### src/rtl/sig_cfg_ctrl.sv
// Menu/configuration controller for the signal-generator path: walks the TOP/SIG/OSI/LoA menu,
// edits a shadow {wave,amp,fre,phase} config and commits it over a valid/ready handshake.
module sig_cfg_ctrl #(
  parameter int N_TOP     = 3,
  parameter int N_ROWS    = 5,
  parameter int FIELD_MAX = 3
) (
  input  logic       clk_50M,
  input  logic       rst_n,
  input  logic       btn_left,
  input  logic       btn_right,
  input  logic       btn_up,
  input  logic       btn_down,
  input  logic       btn_confirm,
  input  logic       btn_quit,
  input  logic       cfg_ready,
  output logic [2:0] menu_state,
  output logic       level,
  output logic [1:0] top_sel,
  output logic [2:0] row_sel,
  output logic [7:0] shadow_cfg,
  output logic       cfg_valid,
  output logic [7:0] cfg_word,
  output logic       run_en
);

  typedef enum logic [2:0] {
    S_TOP      = 3'd0,
    S_SIG_EDIT = 3'd1,
    S_SIG_WAIT = 3'd2,
    S_SIG_RUN  = 3'd3,
    S_OSI      = 3'd4,
    S_LOA      = 3'd5
  } state_t;

  localparam logic [1:0] TOP_LAST  = 2'(N_TOP - 1);
  localparam logic [2:0] ROW_LAST  = 3'(N_ROWS - 1);
  localparam logic [1:0] FIELD_TOP = 2'(FIELD_MAX);

  state_t          state, state_nxt;
  logic [1:0]      top_nxt;
  logic [2:0]      row_nxt;
  logic [3:0][1:0] shadow, shadow_nxt;
  logic            valid_nxt, run_nxt;
  logic [7:0]      word_nxt;
  logic [1:0]      fld_idx;

  function automatic logic [1:0] field_inc(input logic [1:0] v);
    return (v >= FIELD_TOP) ? 2'd0 : v + 2'd1;
  endfunction

  function automatic logic [1:0] field_dec(input logic [1:0] v);
    return (v == 2'd0) ? FIELD_TOP : v - 2'd1;
  endfunction

  // Row 0 (wave) lives in the most significant field of the packed shadow word.
  assign fld_idx = 2'd3 - row_sel[1:0];

  always_comb begin
    state_nxt  = state;
    top_nxt    = top_sel;
    row_nxt    = row_sel;
    shadow_nxt = shadow;
    valid_nxt  = cfg_valid;
    run_nxt    = run_en;
    word_nxt   = cfg_word;

    if (btn_quit && state != S_TOP) begin
      state_nxt  = S_TOP;
      top_nxt    = 2'd0;
      row_nxt    = 3'd0;
      shadow_nxt = '0;
      valid_nxt  = 1'b0;
      run_nxt    = 1'b0;
    end else begin
      case (state)
        S_TOP: begin
          if (!btn_quit) begin
            if (btn_confirm) begin
              case (top_sel)
                2'd0:    state_nxt = S_SIG_EDIT;
                2'd1:    state_nxt = S_OSI;
                2'd2:    state_nxt = S_LOA;
                default: state_nxt = S_TOP;
              endcase
            end else if (!(btn_up || btn_down)) begin
              if (btn_left)
                top_nxt = (top_sel == 2'd0) ? TOP_LAST : top_sel - 2'd1;
              else if (btn_right)
                top_nxt = (top_sel >= TOP_LAST) ? 2'd0 : top_sel + 2'd1;
            end
          end
        end
        S_SIG_EDIT, S_SIG_RUN: begin
          if (btn_confirm) begin
            if (row_sel == ROW_LAST) begin
              state_nxt = S_SIG_WAIT;
              valid_nxt = 1'b1;
              word_nxt  = shadow;
            end
          end else if (btn_up) begin
            row_nxt = (row_sel == 3'd0) ? ROW_LAST : row_sel - 3'd1;
          end else if (btn_down) begin
            row_nxt = (row_sel >= ROW_LAST) ? 3'd0 : row_sel + 3'd1;
          end else if (row_sel != ROW_LAST) begin
            if (btn_left)
              shadow_nxt[fld_idx] = field_dec(shadow[fld_idx]);
            else if (btn_right)
              shadow_nxt[fld_idx] = field_inc(shadow[fld_idx]);
          end
        end
        S_SIG_WAIT: begin
          // run_en is left untouched so a previously committed config keeps running.
          if (cfg_valid && cfg_ready) begin
            state_nxt = S_SIG_RUN;
            valid_nxt = 1'b0;
            run_nxt   = 1'b1;
          end
        end
        S_OSI, S_LOA: ;
        default: state_nxt = S_TOP;
      endcase
    end
  end

  always_ff @(posedge clk_50M or negedge rst_n) begin
    if (!rst_n) begin
      state     <= S_TOP;
      level     <= 1'b0;
      top_sel   <= 2'd0;
      row_sel   <= 3'd0;
      shadow    <= '0;
      cfg_valid <= 1'b0;
      cfg_word  <= 8'd0;
      run_en    <= 1'b0;
    end else begin
      state     <= state_nxt;
      level     <= (state_nxt != S_TOP);
      top_sel   <= top_nxt;
      row_sel   <= row_nxt;
      shadow    <= shadow_nxt;
      cfg_valid <= valid_nxt;
      cfg_word  <= word_nxt;
      run_en    <= run_nxt;
    end
  end

  assign menu_state = state;
  assign shadow_cfg = shadow;

endmodule
### config.mk
export PLATFORM = sky130hd
export DESIGN_NAME = sig_cfg_ctrl
export DESIGN_NICKNAME = d
export VERILOG_FILES = /design/src/rtl/sig_cfg_ctrl.sv
export SDC_FILE = /design/constraint.sdc
export NUM_CORES = 1
export LEC_CHECK = 0
export ABC_AREA = 1
export CORE_AREA = 3 3 48 82
export DETAILED_ROUTE_END_ITERATION = 6
export DIE_AREA = 0 0 51 85
export GPL_TIMING_DRIVEN = 0
export PLACE_DENSITY_LB_ADDON = 0.3
export SYNTH_ARGS = -nofsm -noshare
export SYNTH_HDL_FRONTEND = slang
export SYNTH_SLANG_ARGS = --single-unit
export TNS_END_PERCENT = 5
### constraint.sdc
create_clock -name clk_50M -period 1.75 [get_ports clk_50M]
set_input_delay 0.175 -clock clk_50M [delete_from_list [all_inputs] [get_ports clk_50M]]
set_output_delay 0.175 -clock clk_50M [all_outputs]
set_load 0.005 [all_outputs]
# Word-level counts from Yosys, hierarchy flattened
# Cells that the tools add are included.
# word_totals
reg_bits	27
inputBits	9
out_inout_bits	27
wordCells	115
# op_classes
addsub	7
order_cmp	5
eq_ne	17
muxes	48
bitwise	1
reduce_logical	26
# op_table
op	count
$mux 8	8
$mux 3	13
$mux 2	13
$bwmux 8	2
$reduce_bool 3->1	5
$ne 3x3->1 const B	4
$pmux 3 s4	1
$reduce_bool 2->1	5
$eq 3x3->1 const B	3
$pmux 3 s3	1
$ne 2x1->1 const B	4
$reduce_and 4->1	2
$mux 1	7
$eq 3x2->1 const B	2
$logic_not 3->1	2
$reduce_and 6->1	1
$reduce_and 5->1	1
$add 2x1->2 const B	2
$bmux 2 s2	1
$demux 2 s2	1
$ge 2x2->1 const B	2
$logic_not 2->1	2
$reduce_or 2->1	2
$sub 2x1->2 const B	2
16 further kinds	18

# Logic depth before layout (Yosys ltp)
# depth
word_depth	14
depth_mapped	11
ltp_nobuf	11

# Worst setup path before layout
# Ideal clock, no wire load.
# synth_timing
path_kind	register to register
from	reg row_sel[0]
to	reg shadow, in the netlist shadow_cfg[1]
setup_ps	65
arrival_ps	1575
required_ps	1685
setup_slack_ps	110
stages_incl_launch_ff	9
path_buffers	0
synth_period_minus_slack_ps	1640
path_cell_list	dfrtp_1 -> inv_2 -> nand2_1 -> a32oi_1 -> inv_1 -> ha_1 -> xor2_1 -> nand2_1 -> nand2_1
# synth_between
elab_chain_len	14
elab_cells_between_ends	27
classes_between	add/sub (3); order compare (3); eq/ne (1); mux (16); reduce/logical (4)
# synth_lines
item	line_no	rtl
start: declaration	20	output logic [2:0] row_sel,
start signal: assignment	140	row_sel <= row_nxt;
$sub 2x2->2	57	assign fld_idx = 2'd3 - row_sel[1:0];
$bmux 2 s2, or another cell as far along	107, 109	
$mux 2 (implied by the code) / $logic_and 1x1->1 (equally long branches)	107, 109	
$add 2x1->2, or another cell as far along	49	return (v >= FIELD_TOP) ? 2'd0 : v + 2'd1;
$mux 2 / $demux 2 s2 (equally long branches)	49, 107, 109	
$bwmux 8	109	shadow_nxt[fld_idx] = field_inc(shadow[fld_idx]);
$mux 8	108	else if (btn_right)
$mux 8	106	if (btn_left)
$mux 8	105	end else if (row_sel != ROW_LAST) begin
$mux 8	103	end else if (btn_down) begin
$mux 8	101	end else if (btn_up) begin
$mux 8	95	if (btn_confirm) begin
$mux 8	76	case (state)
$mux 8	68	if (btn_quit && state != S_TOP) begin
end signal: assignment	141	shadow <= shadow_nxt;
end: declaration	43	logic [3:0][1:0] shadow, shadow_nxt;
# Several ways; a longest one is shown, not always the timed one. The select of a mux whose other input is x is not followed.
# A chain may end at the register's enable or synchronous reset.

# Worst setup path in the final report
# Same ends and word-level chain as after synthesis.

==> metrics.yaml <==
clocking:
  path_clk_slew_ps: 90
  cts_sinks: 27
  h-tree-depth: 1
  clockBufferDepth: 2
  cts_buffers: 3
  cts_hold_buf: 0
  cts_tree: "built"
  worstSkewPairLatency_ps: 270
  cts-root-buf: "clkbuf_8"
sta:
  setup-tns-final_ps: 0
  fin_skew_ps: 1.60
  max_freq_mhz: 584
  setup_viol_count_final: 0
  slew_headroom_pct: 20.4
  tightest_slew_ps: 1190
  hold_violations: 0
  period_minus_slack_ps: 1710
  period_share_pct: 97.9
  slew_viol_final: 0
  worst_slack_ps: 37.3
place:
  gp_congestion: 0.824
  dp_hpwl_mm: 2.62
  port_buffers: 34
  dp.cells: 282
  dp_slack_ps: -156
yosys:
  synth_area_leaders: "dfrtp_1 41%, nand2_1 14%, nand3_1 8.8%, ha_1 8.4%, inv_1 3.7%"
  synth_warnings: 0
  yosys_register_bits: 27
  synth.distinct_cells: 22
  synthMostInstantiatedCell: "nand2_1"
  ys.flop_type: "dfrtp_1"
  yosysTopAreaCell: "dfrtp_1"
  synth_edf_count: 0
  mappedNetlistArea_um2: 1640
  syn_nets: 223
  synth.avg_cell_area_um2: 8.09
  synthCells: 203
  yosysTopAreaCellShare_pct: 41.2
  yosys-top-cells-count: "62 x nand2_1, 29 x nand3_1, 27 x dfrtp_1"
  yosysSeqAreaShare_pct: 41.2
  synthArstFlopShare_pct: 100
run_status:
  status: "completed"
layout:
  synthToLayoutAreaGrowth_pct: 33.7
  drive_above_1_share_pct: 18.3
  num-nets-final: 272
  final_util_pct: 64.6
  stdcell_count: 296
  n_antenna_cell: 0
detailed_routing:
  vias: 1479
  drt_pre_antenna_iters: 4
  wl_mm: 3.66
  drc: 0
  routedWlPerCell_um: 12.4
  detail-route-antenna-nets: 0
  vias_per_cell: 5.00
  drt_iter0_markers: 40
die:
  num_rows: 28
  initial_core_util_pct: 48.3
  die_width_um: 51
  ios: 36
  die_h_um: 85
  die_area_um2: 4340
  core_um2: 3400
setup_path:
  cpPeakStageDelay_ps: 480
  cp.required_ps: 1960
  cp-start-kind: "flip-flop"
  worst_path_most_repeated_cell: "nand2_1"
  r2r-start: "row_sel[0]$_DFFE_PN0P_"
  r2r_slack_ps: 40
  end_kind: "flip-flop"
  cp_cell_sequence: "inv_4 > nand2_1 > a32oi_2 > inv_1 > ha_4 > xor2_2 > nand2_1 > nand2_1"
  critical_path.max_fanout: 8
  cp.arrival_ps: 1920
  cp-startpoint: "row_sel[0]$_DFFE_PN0P_"
  r2r_cells: 8
  worstSetupPathType: "reg2reg"
  slowest_stage: "dfrtp_2"
global_routing:
  antenna_found_initial: 0
  grt_max_degree: 28
  grt_usage_pct: 18.1
  first_global_vias: 1413
  overflow: 0
  grt_pass1_wl_mm: 6.09
worst_hold_path:
  worstHoldPathType: "in2reg"
  min_path_cells: 4
  hold_start: "btn_left"
pwr:
  irDropWorstVdd_mv: 0.952
  p_per_area_nw_per_um2: 1330
  total_power_uw: 2920
  p_leak_uw: 0.00110
job:
  cap_violations: 0
## cells in the final DEF, fill, tap and decap left out, types with 4 or more instances in the layout
cell type         n
nor2_4            4
nor2_2            6
o21ai_0           7
nand3_1          29
buf_4            13
clkdlybuf4s50_1  34
nor2_1           12
nand2_1          62
nand2_4           4
nand4_1           6
dfrtp_1          25
inv_1            15
ha_1             10
## area by class of cell
cell class / count / area, um2
clock inverter: 1 / 5.00
timing repair buffer: 44 / 415
fill: 316 / 1200
buffer: 3 / 22.5
sequential: 27 / 678
inverter: 20 / 80.1
tap: 45 / 56.3
clock buffer: 3 / 41.3
multi-input combinational: 153 / 896
## worst paths after layout
| kind | to |
|---|---|
| max reg2reg | shadow_cfg[1]$_DFFE_PN0P_ |
| max in group asynchronous | row_sel[0]$_DFFE_PN0P_ |
| min in group asynchronous | cfg_word[2]$_DFFE_PN0P_ |
| min reg2reg | cfg_word[7]$_DFFE_PN0P_ |
| min | shadow_cfg[3]$_DFFE_PN0P_ |
| max | shadow_cfg[1]$_DFFE_PN0P_ |
## report_power, final
group          internal, uW  switching [uW]  total (uW)
combinational           762             894        1660
clock                   160             191         350
sequential              758             160         918
total                  1680            1250        2920
## critical path: cells and delay by family, from the launching register on
kind	cells	cell delay, ps
compound gates	1	200
xor+xnor	1	220
fa+ha+maj	1	280
buf+inv	2	210
flops	1	480
simple gates	3	260
## cell families after synthesis
logic type                 synth area share, %
AOI/OAI and AO/OA                         3.89
xor gates and xnor gates                 0.534
and+or+nand+nor                           39.5
muxes                                    0.610
DFF                                       41.2
buffers and inverters                     5.94
adders and majority gates                 8.38
## layer usage
layer | track usage, % | share of wire (%)
met2 | 31.5 | 54
met5 | 0 | 0
met3 | 1.58 | 3.2
met1 | 21.5 | 41
met4 | 9.07 | 1.8
## flip-flops by register name, indices dropped and copies added, names as in the netlist
register / flops
cfg_valid: 1
run_en: 1
row_sel: 3
menu_state: 3
level: 1
top_sel: 2
shadow_cfg: 8
cfg_word: 8
## repair_timing
| item | in CTS | in global routing |
|---|---|---|
| buffers inserted | 3 | 7 |
| resized for setup | 3 | 5 |
| pin swaps | 0 | 2 |
| setup endpoints to repair | 4 | 8 |
## through the flow
step	area (um2)	hold WS, ps
CTS	2120	294
global route	2190	316
detailed placement	2040	458
floorplan	1640	-121
finish	2190	295
global placement	2040	453
Power figures use the tool's default switching activity.
